### src/rtl/mux_b2_arb_pkg.sv
// Shared types and constants for the two-requester inverting-mux arbiter.
// Used by mux_b2_arbiter; the optional output register is selected with
// the macro MUX_B2_ARB_OUT_REG_EN in the top file.
package mux_b2_arb_pkg;

  // Arbiter states: no owner, requester 0 owns the mux, requester 1 owns it.
  typedef enum logic [1:0] {
    IDLE = 2'd0,
    G0   = 2'd1,
    G1   = 2'd2
  } arb_state_t;

  // Value the last-granted pointer takes on reset, so requester 0 wins the
  // first tie after reset.
  localparam logic LAST_RST = 1'b1;

  // Legal span of MAX_HOLD.
  localparam int MAX_HOLD_MIN = 1;
  localparam int MAX_HOLD_MAX = 255;

  // True when the hold limit fits the legal span and the counter is wide
  // enough to reach MAX_HOLD-1 without wrapping.
  function automatic bit max_hold_legal(input int max_hold, input int cnt_w);
    return (max_hold >= MAX_HOLD_MIN) && (max_hold <= MAX_HOLD_MAX) &&
           (cnt_w >= 1) && (cnt_w < 31) && ((1 << cnt_w) > max_hold);
  endfunction

endpackage

### src/rtl/mux_b2_inv_bank.sv
// WIDTH-bit inverting 2:1 mux bank: Z = ~(SL ? A1 : A0). Purely combinational.
module mux_b2_inv_bank #(
  parameter int WIDTH = 8
) (
  input  logic [WIDTH-1:0] A0,
  input  logic [WIDTH-1:0] A1,
  input  logic             SL,
  output logic [WIDTH-1:0] Z
);

  // Select one leg and invert it, as the std-cell mux bank does.
  always_comb begin
    Z = SL ? ~A1 : ~A0;
  end

endmodule

### src/rtl/mux_b2_arbiter.sv
// Two-requester round-robin arbiter owning the select of a shared inverting
// 2:1 mux bank. Grants are registered, contended ownership is bounded by
// MAX_HOLD unless LOCK is held, and handover between requesters has no bubble.
// Optional macro MUX_B2_ARB_OUT_REG_EN registers Z and VALID (one extra cycle).
module mux_b2_arbiter
  import mux_b2_arb_pkg::*;
#(
  parameter int WIDTH    = 8,
  parameter int MAX_HOLD = 4,
  parameter int CNT_W    = 8
) (
  input  logic             CK,
  input  logic             RST,
  input  logic             REQ0,
  input  logic             REQ1,
  input  logic             LOCK,
  input  logic [WIDTH-1:0] D0,
  input  logic [WIDTH-1:0] D1,
  output logic             GNT0,
  output logic             GNT1,
  output logic             SL,
  output logic [WIDTH-1:0] Z,
  output logic             VALID
);

  // Reject an unreachable or over-range hold limit at elaboration.
  if (!max_hold_legal(MAX_HOLD, CNT_W)) begin : g_bad_cfg
    $error("mux_b2_arbiter: MAX_HOLD must be 1..255 and below 2**CNT_W");
  end

  // Count value at which a contended, unlocked owner must hand over.
  localparam logic [CNT_W-1:0] HOLD_LAST = CNT_W'(MAX_HOLD - 1);

  arb_state_t       state_q, state_d;
  logic [CNT_W-1:0] cnt_q, cnt_d;
  logic             last_q, last_d;
  logic             gnt0_q, gnt1_q;
  logic             other_req;
  logic [WIDTH-1:0] z_mux;

  // Next state, hold counter and last-granted pointer.
  always_comb begin
    state_d   = state_q;
    cnt_d     = cnt_q;
    last_d    = last_q;
    other_req = 1'b0;

    case (state_q)
      IDLE: begin
        // LOCK has no meaning without an owner.
        if (REQ0 && REQ1) begin
          state_d = last_q ? G0 : G1;
        end else if (REQ0) begin
          state_d = G0;
        end else if (REQ1) begin
          state_d = G1;
        end
      end
      G0: begin
        other_req = REQ1;
        if (!REQ0) begin
          // Releasing always wins over LOCK; hand straight over if wanted.
          state_d = REQ1 ? G1 : IDLE;
        end else if (REQ1 && !LOCK && (cnt_q == HOLD_LAST)) begin
          state_d = G1;
        end
      end
      G1: begin
        other_req = REQ0;
        if (!REQ1) begin
          state_d = REQ0 ? G0 : IDLE;
        end else if (REQ0 && !LOCK && (cnt_q == HOLD_LAST)) begin
          state_d = G0;
        end
      end
      default: state_d = IDLE;
    endcase

    if (state_d != state_q) begin
      cnt_d = '0;
      if (state_d == G0) last_d = 1'b0;
      if (state_d == G1) last_d = 1'b1;
    end else if ((state_q != IDLE) && other_req && !LOCK) begin
      // Only unlocked, contended cycles count toward the hold limit, so a
      // released LOCK gives the owner a fresh MAX_HOLD window.
      cnt_d = (cnt_q == HOLD_LAST) ? cnt_q : cnt_q + CNT_W'(1);
    end else begin
      cnt_d = '0;
    end
  end

  // Arbiter FSM state with registered grant outputs.
  always_ff @(posedge CK) begin
    if (RST) begin
      state_q <= IDLE;
      cnt_q   <= '0;
      last_q  <= LAST_RST;
      gnt0_q  <= 1'b0;
      gnt1_q  <= 1'b0;
    end else begin
      state_q <= state_d;
      cnt_q   <= cnt_d;
      last_q  <= last_d;
      gnt0_q  <= (state_d == G0);
      gnt1_q  <= (state_d == G1);
    end
  end

  assign GNT0 = gnt0_q;
  assign GNT1 = gnt1_q;
  assign SL   = gnt1_q;

  mux_b2_inv_bank #(
    .WIDTH (WIDTH)
  ) u_bank (
    .A0 (D0),
    .A1 (D1),
    .SL (gnt1_q),
    .Z  (z_mux)
  );

`ifdef MUX_B2_ARB_OUT_REG_EN
  logic [WIDTH-1:0] z_q;
  logic             valid_q;

  // Output register: Z and VALID trail the select by one cycle.
  always_ff @(posedge CK) begin
    if (RST) begin
      z_q     <= '1;
      valid_q <= 1'b0;
    end else begin
      z_q     <= z_mux;
      valid_q <= gnt0_q | gnt1_q;
    end
  end

  assign Z     = z_q;
  assign VALID = valid_q;
`else
  assign Z     = z_mux;
  assign VALID = gnt0_q | gnt1_q;
`endif

endmodule

### config.mk
export PLATFORM = sky130hd
export DESIGN_NAME = mux_b2_arbiter
export DESIGN_NICKNAME = d
export VERILOG_FILES = /design/src/rtl/mux_b2_arb_pkg.sv /design/src/rtl/mux_b2_inv_bank.sv /design/src/rtl/mux_b2_arbiter.sv
export SDC_FILE = /design/constraint.sdc
export NUM_CORES = 1
export LEC_CHECK = 0
export BUFFER_PORTS_ARGS = -buffer_cell sky130_fd_sc_hd__buf_2
export CAP_MARGIN = 20
export CELL_PAD_IN_SITES_DETAIL_PLACEMENT = 0
export CELL_PAD_IN_SITES_GLOBAL_PLACEMENT = 1
export CORE_AREA = 2 2 56 53
export CTS_CLUSTER_DIAMETER = 200
export CTS_CLUSTER_SIZE = 28
export DETAILED_ROUTE_END_ITERATION = 7
export DIE_AREA = 0 0 58 55
export GPL_ROUTABILITY_DRIVEN = 0
export GPL_TIMING_DRIVEN = 0
export PLACE_DENSITY_LB_ADDON = 0.1
export SETUP_SLACK_MARGIN = 0.4
export SLEW_MARGIN = 10
export SYNTH_ARGS = -nofsm -noshare
export SYNTH_HDL_FRONTEND = slang
export SYNTH_SLANG_ARGS = --single-unit
### constraint.sdc
create_clock -name CK -period 4.1 [get_ports CK]
set_clock_uncertainty 0.05 [all_clocks]
set_input_delay 0.82 -clock CK [delete_from_list [all_inputs] [get_ports CK]]
set_output_delay 0.82 -clock CK [all_outputs]
set_load 0.01 [all_outputs]
# Word level (Yosys, flattened, before mapping)
# Index checks and enable logic that the tools add are counted.
# totals
mem_bits_rw,0
elab_cells,44
mem_count,0
regBits,13
rom_bits,0
inputBits,21
latchBits,0
# op_classes
n_shift,0
n_bitwise,4
addsub,1
div,0
magnitude_cmp,0
mux,15
reduce_logical,13
mul,0
eq_ne,6
# ops
op,count
$mux W2,9
$not A8 Y8,2
$add A8 B1 Y8 const B,1
$eq A8 B2 Y1 const B,1
$mux W8,1
$logic_and A1 B1 Y1,7
$pmux W2 S3,1
$eq A2 B1 Y1 const B,2
$eq A2 B2 Y1 const B,2
$reduce_bool A2 Y1,2
$mux W1,3
$reduce_or A3 Y1,1
$logic_not A2 Y1,1
$ne A2 B2 Y1,1
$pmux W1 S2,1
$reduce_and A2 Y1,1
$logic_not A1 Y1,1
$not A1 Y1,1
$or A1 B1 Y1,1

# Depth between registers and ports, before layout
# depth
depth_word,9
ltp_mapped,11
mapped_depth_nobuf,10

# Cells and area by module
# From an unflattened synthesis, not the netlist that was laid out.
# hier_totals
hier_cells,107
hier_area_um2,999.7
# by_module_without_submodules
module,cells_per_inst,seq_area_each_um2,area_each_um2,instances
mux_b2_arbiter,98,260.2,908.4,1
mux_b2_inv_bank,9,0.0,91.3,1

# Worst setup path before layout
# Ideal clock, no wire load.
# synth_path
path_kind,input to register
start,input REQ1
end,register last_q
stages,8
path_slack_ns,1.644
t_arrival_ns,2.335
setup_time_ns,0.072
required_time_ns,3.978
cell_sequence,clkbuf_1 -> mux2i_1 -> nor3_1 -> a41oi_1 -> o31a_1 -> ha_1 -> a21oi_1 -> mux2i_1
# synth_between
elab_chain_len,8
word_cells_on_any_way,17
cone_classes,eq/ne (3); mux (9); reduce/logical (5)
# synth_lines
element,line,source
start: declaration,mux_b2_arbiter.sv:15,"input logic REQ1,"
$logic_and A1 B1 Y1 (2 in a row),mux_b2_arbiter.sv:64,end else if (REQ1 && !LOCK && (cnt_q == HOLD_LAST)) begin
$mux W2,mux_b2_arbiter.sv:64,
$mux W2,mux_b2_arbiter.sv:61,if (!REQ0) begin
$pmux W2 S3 *,mux_b2_arbiter.sv:48,case (state_q)
$eq A2 B1 Y1 / $eq A2 B2 Y1 (equally long branches),"mux_b2_arbiter.sv:81, mux_b2_arbiter.sv:82",
$reduce_bool A2 Y1 (no line),n/a,
$reduce_and A2 Y1 (no line),n/a,
end signal: assignment,mux_b2_arbiter.sv:103,last_q <= last_d;
end: declaration,mux_b2_arbiter.sv:36,"logic last_q, last_d;"
# Mark *: on every way between the ends. The rest lies on a longest branch, timed or not.
# A chain may end at the register's enable or synchronous reset.

# Worst setup path in the final report
# layout_path
start,register state_q[0]
end,register last_q
# layout_between
word_cells_on_any_way,17
cone_classes,eq/ne (5); mux (9); reduce/logical (3)
# layout_lines
element,line,source
start: declaration,mux_b2_arbiter.sv:34,"arb_state_t state_q, state_d;"
start signal: assignment,mux_b2_arbiter.sv:101,state_q <= state_d;
$eq A2 B2 Y1 (tied with other cells),mux_b2_arbiter.sv:48,
$pmux W2 S3 *,mux_b2_arbiter.sv:48,
named net state_d[1],mux_b2_arbiter.sv:34,
$eq A2 B1 Y1 / $eq A2 B2 Y1 (equally long branches),"mux_b2_arbiter.sv:81, mux_b2_arbiter.sv:82",
$reduce_bool A2 Y1 (no line),n/a,
$reduce_and A2 Y1 (no line),n/a,
# The timed path passes the listed nets; every way through them passes the cells marked *.

==> summary.md <==
| Metric | Value |
|---|---|
| Int Pwr | 273 µW |
| Logic pwr share | 47.3% |
| Std-Cell Rows | 18 |
| Hold Crit Class | flop to flop |
| Register area share after synthesis | 26.4% |
| Reg-to-reg slack, setup | 1540 ps |
| Tightest Pin Transition | 798 ps |
| Final net count | 170 |
| Post-CTS Resized | 0 |
| Total negative slack | 0 ps |
| Detailed Routing Iterations Pass 1 | 4 |
| Crit path kind | flop to flop |
| First DRT Iteration DRCs | 10 |
| Pin count of the biggest net entering global routing | 10 |
| Avg Inst Size Synth | 9.30 µm² |
| Final HPWL DP | 1680 µm |
| CP endpoint kind | flop |
| Design Area, Final | 1200 µm² |
| CTS tree | yes |
| PD cells | 364 nW/µm² |
| Synthesis warning total | 0 |
| Startpoint class of the critical path | flop |
| Core Util, Final | 46.1% |
| Final setup violation count | 0 |
| Clk buf depth | 2 |
| Peak Freq | 391 MHz |
| Buffers inserted by post-CTS timing repair | 0 |
| Post-synth top area cell | dfxtp_1 |
| RSZ-0062 raised after global routing | no |
| Max transition margin | 46.6% |
| CTS buffer count | 3 |
| Gr usage total | 14.2% |
| Sw Share | 37.7% |
| Initial antenna violation count | 0 |
| Drt total wl | 2120 µm |
| Core area | 2610 µm² |
| Leakage power | 0.000520 µW |
| Final antenna-violating net count | 0 |
| Vias per inst | 5.13 |
| Post-Syn Instances | 106 |
| Arr. time, crit path | 2730 ps |
| Hold Startpoint | cnt_q[1] |
| DR WL/cell | 12.4 µm |
| Placed inst area | 1180 µm² |
| Final hold vios | 0 |
| Number of synthesized register bits | 13 |
| Max Cap Violations | 0 |
| H-Tree Depth | 1 |
| Flop pwr share | 34.3% |
| Net Switching | 165 µW |
| VDD IR max | 0.000223 V |
| Clock latency on the worst-skew pair | 280 ps |
| Io pins | 33 |
| Number of global-route vias before repair | 789 |
| Clk pin slew, worst setup/hold paths | 80 ps |
| Root buf cell | clkbuf_4 |
| Clock tree sinks | 13 |
| Die H | 55 µm |
| Req. time, crit path | 4270 ps |
| Clk pwr share | 18.4% |
| CP Launch Point | state_q[0] |
| Synth top area cells | dfxtp_1 (26%), mux2i_1 (13%), ha_1 (8.9%), nor3_1 (4.6%), nand3_1 (3.6%) |
| Reg2reg start | state_q[0] |
| Final Slew Violations | 0 |
| Area growth, synth to finish | 22.2% |
| First-pass GRT wire length | 3370 µm |
| Diodes inserted | 0 |
| Area of the mapped netlist | 986 µm² |
| Die Area | 3190 µm² |
| IO buf count | 31 |
| Share of cells above drive strength 1 | 31.2% |
| Yosys cell types | 36 |
| DRC violations left | 0 |
| Vias | 878 |
| CTS Hold Bufs | 0 |
| Top cell type's share of synthesized area | 26.4% |
| Status | completed |
| Period minus WS final | 2560 ps |
| Final worst path period share | 62.4% |
| Remaining Overflow, GRT | 0 |
| Die X | 58 µm |
| Mapped Nets | 134 |
| CP max FO | 8 |
| Initial Util | 37.7% |
==> cells in the mapped netlist <==
master / number
nor4b_1: 1
buf_4: 1
a22o_1: 1
and4_2: 1
a21boi_1: 1
a41o_1: 1
o31a_1: 1
nand2b_1: 3
nor3_1: 9
or3_1: 1
and3b_2: 1
xnor2_1: 3
nor2b_1: 4
clkbuf_1: 3
nor4b_2: 1
o21bai_1: 1
o31ai_4: 1
nand3_1: 7
nand4_4: 1
nor2_1: 8
mux2i_1: 13
a21oi_1: 2
a21o_1: 1
nor4b_4: 1
dfxtp_1: 13
and2_4: 1
and3_1: 2
inv_1: 4
nand2_1: 2
xor2_1: 4
ha_1: 7
or2_2: 1
o21a_1: 1
nor4_4: 1
o21ai_0: 2
a41oi_1: 1
==> flip-flops by register name, indices dropped and copies added, names as in the netlist <==
signal	count
state_q	2
cnt_q	8
last_q	1
GNT1	1
GNT0	1
==> worst paths after layout <==
path | to | cells past startpoint
worst max-delay path | last_q | 11
worst min-delay path | cnt_q[1] | 2
worst max register to register | last_q | 11
worst min register to register | cnt_q[1] | 2
==> worst max-delay path, cell delays in order, from the launching register on <==
cell,delay (ps)
dfxtp_1,440
inv_1,140
ha_1,210
clkbuf_1,180
mux2i_1,170
nor3_1,60
a41o_1,220
nor3_1,320
inv_1,80
ha_1,280
a21oi_1,140
mux2i_1,190
==> routing by layer <==
metal	track usage [%]	vias up	part of all wire (%)
li1	-	453	-
met1	15.9	400	43
met2	25.4	20	48
met3	2.33	5	5.7
met4	9.30	0	2.6
met5	0	-	0
==> cell usage in the layout (no fill, tap or decap) <==
master	count
nor4b_1	1
xnor2_1	3
nand4_4	1
nor4b_4	1
inv_1	4
nor2b_1	4
o31ai_4	1
nor4b_2	1
a21oi_1	2
mux2i_1	13
a41oi_1	1
xor2_1	4
a22o_1	1
o21a_1	1
nand3_1	7
nor2_1	8
or2_2	1
nand2_1	2
ha_1	7
buf_2	31
and3_1	2
o31a_1	1
clkbuf_4	3
a41o_1	1
nor3_1	9
nor4_4	1
a21boi_1	1
and2_4	1
buf_4	1
dfxtp_1	13
and3b_2	1
nand2b_1	3
and4_2	1
a21o_1	1
o21ai_0	2
clkbuf_1	4
o21bai_1	1
or3_1	1
==> kinds of logic after synthesis <==
kind of cell | after synthesis | synth area share (%)
multiplexers | 13 | 13.2
XOR/XNOR | 7 | 6.22
AND/OR/NAND/NOR | 45 | 31.0
AO/OA/AOI/OAI | 13 | 10.9
flip-flops | 13 | 26.4
buffers and inverters | 8 | 3.43
adder cells (fa/ha/maj) | 7 | 8.88
==> metrics by stage <==
step / std cells / power, µW / hold WS [ps] / worst slack, ps
CTS: 171 / 446 / 493 / 1530
global placement: 167 / 362 / 464 / 1390
global route: 171 / 478 / 535 / 1270
detailed placement: 167 / 363 / 474 / 1380
finish: 171 / 438 / 482 / 1540
floorplan: 106 / 304 / 441 / 1640
==> area by class of cell <==
class | instances | area, µm²
multi-input cells | 85 | 692
fillers | 261 | 1410
clock buffers | 4 | 26.3
well taps | 30 | 37.5
plain buffers | 4 | 18.8
flip-flops and latches | 13 | 260
inverters | 4 | 15.0
repair buffers | 31 | 155
==> power by group through the flow <==
stage                     Clock (µW)  Combinational (µW)  Sequential, µW
after floorplan                    0                 151             153
after global placement             0                 207             155
after detailed placement           0                 209             154
after CTS                       84.6                 210             151
after global routing            89.9                 236             152
final                           80.6                 207             150
No activity file was read; power rests on OpenSTA's default activity.
